[config.mk]
export PLATFORM = sky130hd
export DESIGN_NAME = pattern_seq_ctrl
export DESIGN_NICKNAME = d
export VERILOG_FILES = /design/src/rtl/pattern_seq_ctrl.sv
export SDC_FILE = /design/constraint.sdc
export NUM_CORES = 1
export LEC_CHECK = 0
export BUFFER_PORTS_ARGS = -buffer_cell sky130_fd_sc_hd__clkbuf_2
export CORE_ASPECT_RATIO = 1.2
export CORE_MARGIN = 2
export CORE_UTILIZATION = 50
export CTS_CLUSTER_SIZE = 10
export DETAILED_ROUTE_END_ITERATION = 8
export PLACE_DENSITY = 0.71
export SYNTH_ARGS = -nofsm -noshare
export SYNTH_HDL_FRONTEND = slang
export SYNTH_SLANG_ARGS = --single-unit
[constraint.sdc]
create_clock -name clk_50mhz -period 5.1 [get_ports clk_50mhz]
set_input_delay 1.02 -clock clk_50mhz [delete_from_list [all_inputs] [get_ports clk_50mhz]]
set_output_delay 1.02 -clock clk_50mhz [all_outputs]
set_load 0.01 [all_outputs]
[src/rtl/pattern_seq_ctrl.sv]
// rtl/pattern_seq_ctrl.sv - LED pattern sequencer: pre-delay, per-step hold, pass counting.
// Optional freeze feature enabled by defining PAUSE_EN.
module pattern_seq_ctrl #(
  parameter int NUM_STEPS       = 44,
  parameter int PRE_DELAY_TICKS = 20,
  parameter int MAX_COUNT       = 9
) (
  input  logic       clk_50mhz,
  input  logic       reset,
  input  logic       tick,
  input  logic       start,
  input  logic       stop,
  input  logic       pause,
  input  logic [3:0] hold_ticks,
  output logic [5:0] step_addr,
  output logic       step_valid,
  output logic [3:0] repeat_count,
  output logic       busy,
  output logic       pass_done
);

`ifdef PAUSE_EN
  typedef enum logic [1:0] {IDLE, PRE_DELAY, PLAY, PAUSED} state_t;
  state_t saved_state, saved_n;
`else
  typedef enum logic [1:0] {IDLE, PRE_DELAY, PLAY} state_t;
  logic unused_pause;
  assign unused_pause = pause;
`endif

  localparam logic [5:0] LAST_STEP = 6'(NUM_STEPS - 1);
  localparam logic [5:0] PRE_TICKS = 6'(PRE_DELAY_TICKS);
  localparam logic [3:0] MAX_REP   = 4'(MAX_COUNT);

  state_t     state, state_n;
  logic [5:0] delay_cnt, delay_n;
  logic [3:0] hold_cnt, hold_n;
  logic [5:0] step_n;
  logic [3:0] rep_n;
  logic       pd_n;
  logic [3:0] hold_limit;
  logic       hold_done;

  // A zero hold length still shows the step for one tick.
  assign hold_limit = (hold_ticks == 4'd0) ? 4'd1 : hold_ticks;
  assign hold_done  = ({1'b0, hold_cnt} + 5'd1) >= {1'b0, hold_limit};

  always_ff @(posedge clk_50mhz or posedge reset) begin
    if (reset) begin
      state        <= IDLE;
      delay_cnt    <= 6'd0;
      hold_cnt     <= 4'd0;
      step_addr    <= 6'd0;
      step_valid   <= 1'b0;
      repeat_count <= 4'd0;
      busy         <= 1'b0;
      pass_done    <= 1'b0;
`ifdef PAUSE_EN
      saved_state  <= IDLE;
`endif
    end else begin
      state        <= state_n;
      delay_cnt    <= delay_n;
      hold_cnt     <= hold_n;
      step_addr    <= step_n;
      step_valid   <= (state_n != IDLE);
      repeat_count <= rep_n;
      busy         <= (state_n != IDLE);
      pass_done    <= pd_n;
`ifdef PAUSE_EN
      saved_state  <= saved_n;
`endif
    end
  end

  always_comb begin
    state_n = state;
    delay_n = delay_cnt;
    hold_n  = hold_cnt;
    step_n  = step_addr;
    rep_n   = repeat_count;
    pd_n    = 1'b0;
`ifdef PAUSE_EN
    saved_n = saved_state;
`endif
    if (state == IDLE) begin
      if (start) begin
        state_n = PRE_DELAY;
        step_n  = 6'd0;
        delay_n = 6'd0;
        hold_n  = 4'd0;
      end
    end else if (stop) begin
      state_n = IDLE;
      step_n  = 6'd0;
      delay_n = 6'd0;
      hold_n  = 4'd0;
`ifdef PAUSE_EN
    end else if (state == PAUSED) begin
      if (!pause) state_n = saved_state;
    end else if (pause) begin
      saved_n = state;
      state_n = PAUSED;
`endif
    end else if (tick) begin
      if (state == PRE_DELAY) begin
        delay_n = delay_cnt + 6'd1;
        if (delay_cnt + 6'd1 == PRE_TICKS) begin
          state_n = PLAY;
          hold_n  = 4'd0;
        end
      end else if (hold_done) begin
        hold_n = 4'd0;
        if (step_addr == LAST_STEP) begin
          // End of pass: wrap the table and count the pass.
          step_n  = 6'd0;
          pd_n    = 1'b1;
          rep_n   = (repeat_count == MAX_REP) ? 4'd0 : repeat_count + 4'd1;
          state_n = PRE_DELAY;
          delay_n = 6'd0;
        end else begin
          step_n = step_addr + 6'd1;
        end
      end else begin
        hold_n = hold_cnt + 4'd1;
      end
    end
  end

endmodule
==> results.md <==
- Register bit total from synthesis: 24
- Final antenna diode count: 0
- Leakage: 0.000787 uW
- Setup violations, final: 0
- Chip width: 52.9 um
- Synth Flop Type: dfrtp_1
- Total negative slack for setup checks: 0 ps
- Area leader, netlist: dfrtp_1
- Post-cts resize count: 0
- Setup Buffers After CTS: 0
- Gp weighted congestion: 0.748
- Place WS: between 1500 and 2000 ps
- Synthesized Nets: 166
- DR iter-0 viols: 25
- Initial Utilization: 52.0%
- Crit path max fanout: 4
- Core Footprint: 2760 sq um
- Top-area cell type share of the netlist area: 41.9%
- Initial antenna violation count: 0
- Synth Cell Area: between 1000 and 1500 sq um
- Vias: ~1.2k
- Post-CTS Hold Fix Bufs: 0
- Post-route clock period utilization: 58.6%
- Post-synth cell types: 46
- Drt first pass iters: 4
- CTS Buf Count: 3
- Synth Area per Inst: around 9.6 sq um
- Reg clk slew, reported paths: 120 ps
- CTS root buf: clkbuf_4
- RSZ-0062 raised after global routing: false
- Met1 usage: 27.5%
- Post-route DRC violation count: 0
- Clock skew: 3.32 ps
- Worst Path Arrival: about 3200 ps
- Die Ht: 62.7 um
- Met2 track demand over resource: 33.6%
- Max Cap Viol: 0
- Tmin final: ~3000 ps
- PD cells: 217 nW/um^2
- Worst-Skew Late Latency: 300 ps
- Clk buf depth: 2
- Top Ports: 23
- CP Launch Type: input pin
- Final Net Count: ~190
- Largest net degree at the start of global routing: 25
- HP Class: reg2reg
- Final cell count without fillers: 204
- IO Port Bufs: 21
- Placed insts: about 200
- Gr busiest metal: met2
- CP required: 5300 ps
- Post-DR vias/cell: 5.89
- Max Freq: 0.335 GHz
- CTS tree: built
- CP Capture Type: flip-flop
- Global route overflow: 0
- Slew of the pin with the lowest slew margin: just over 900 ps
- Share of synthesized flip-flops with an asynchronous set or reset: 100%
- Total Routing Usage GR: 20.3%
- Wirelength, routed: 2820 um
- Share of cells above drive strength 1: 20.6%
- Final worst slack: 2110 ps
- Max-slew violation count: 0
- Post-DRT Antenna Nets: 0
- HPWL Detailed: between 2000 and 2500 um
- WS Path Type: in2reg
- Final Hold Fails: 0
- Syn Inst Count: roughly 150
- Peak supply drop: between 0.1 and 0.15 mV
- Post-synth EDFFs: 0
- Sequential area share after synthesis: 41.9%
- Area grow syn2layout: 10.0%
- Vias in the first global route: 1,206
- Yosys Warn Count: 0
- Status: complete, no violations
- TritonCTS Sinks: 24
- M3 GR Usage: 2.39%
- Synth top area cells: dfrtp_1, ha_1, o21ai_0
- Avg WL per Cell: 13.8 um
- First-pass GRT wire length: 5240 um
- Row count: 21
- H-Tree Level Count: 1
- Max_slew headroom: 38.5%
- Die area: 3310 sq um
==> kinds of logic (layout without fill, tap and decap cells) <==
family          after synthesis  after routing  synth area share [%]
buf+inv                      10             31                  3.66
flops                        24             24                  41.9
simple gates                 59             59                  22.6
xor+xnor                      5              5                  3.05
compound gates               41             41                  20.4
fa+ha+maj                     7              7                  6.11
mux                           3              3                  2.27
==> state kept, by name, summed over array words and instances, names as in the netlist <==
name	cells
step_addr	6
hold_cnt	4
repeat_count	4
busy	1
delay_cnt	6
state	2
pass_done	1
==> layout make-up <==
cell class,instances,area [sq um]
Timing Repair Buffer,21,105
Tap cell,34,42.5
Multi-Input combinational cell,115,781
Inverter,7,26.3
Fill cell,256,1180
Sequential cell,24,601
Clock buffer,3,22.5
==> critical path, cell delays in order <==
cell	delay (ps)
clkbuf_2	70
inv_1	40
a31o_2	230
ha_1	260
nand2b_1	150
a211oi_1	410
o21ai_0	310
o21ai_0	330
mux2_2	370
==> synthesized netlist by cell type (2+ instances only) <==
cell / count
a21o_1: 6
a22oi_1: 4
a31oi_1: 3
buf_4: 2
dfrtp_1: 24
ha_1: 7
inv_1: 7
mux2_2: 2
nand2_1: 12
nand2b_1: 4
nand3_1: 11
nand3b_1: 2
nand4_1: 3
nor2_1: 8
nor3_1: 3
o21ai_0: 12
o31ai_1: 3
or2_2: 2
or3_1: 2
or3_2: 2
or4_1: 2
xnor2_1: 4
==> per-stage QoR <==
stage | instance area (sq um) | total power [uW] | hold WS [ps] | util (%)
2_1_floorplan | 1430 | 250 | 476 | -
3_3_place_gp | 1560 | 265 | 484 | 56.4
3_5_place_dp | 1560 | 267 | 490 | 56.4
4_1_cts | 1580 | 347 | 511 | 57.2
5_1_grt | 1580 | 363 | 529 | 57.2
6_report | 1580 | 342 | 505 | 57.2
==> final timing paths <==
path,cells past startpoint,endpoint,slack [ps],startpoint
setup / recovery,9,step_addr[0],2110,hold_ticks[2]
hold / removal,1,repeat_count[0],510,repeat_count[0]
setup reg to reg,7,step_addr[0],2490,hold_cnt[0]
hold reg to reg,1,repeat_count[0],510,repeat_count[0]
max in group asynchronous,2,step_addr[1],3660,reset
min in group asynchronous,2,hold_cnt[2],880,reset
==> metal layers <==
metal  vias to the layer above  wire (um)
met5                         -          0
met4                         0         20
met3                         2         91
met2                        19       1390
met1                       583       1320
li1                        597          -
==> placed cells by master, fill, tap and decap left out, types with 2 or more instances in the layout <==
cell type   n
clkbuf_2   21
nor2_1      8
a21o_1      6
nor3_1      3
clkbuf_4    3
dfrtp_1    24
nand2b_1    4
nand4_1     3
mux2_2      2
or4_1       2
a31oi_1     3
o21ai_0    12
or3_2       2
xnor2_1     4
a22oi_1     4
or2_2       2
inv_1       7
o31ai_1     3
nand2_1    12
nand3b_1    2
nand3_1    11
ha_1        7
or3_1       2
==> power breakdown <==
| group | leakage, uW | total, uW | internal (uW) | switching, uW |
|---|---|---|---|---|
| clock network | 0.0000138 | 79.5 | 27.5 | 52.0 |
| registers | 0.000330 | 206 | 198 | 8.90 |
| logic | 0.000443 | 55.8 | 22.2 | 33.7 |
Note: power is estimated with default switching activity, not from simulation.
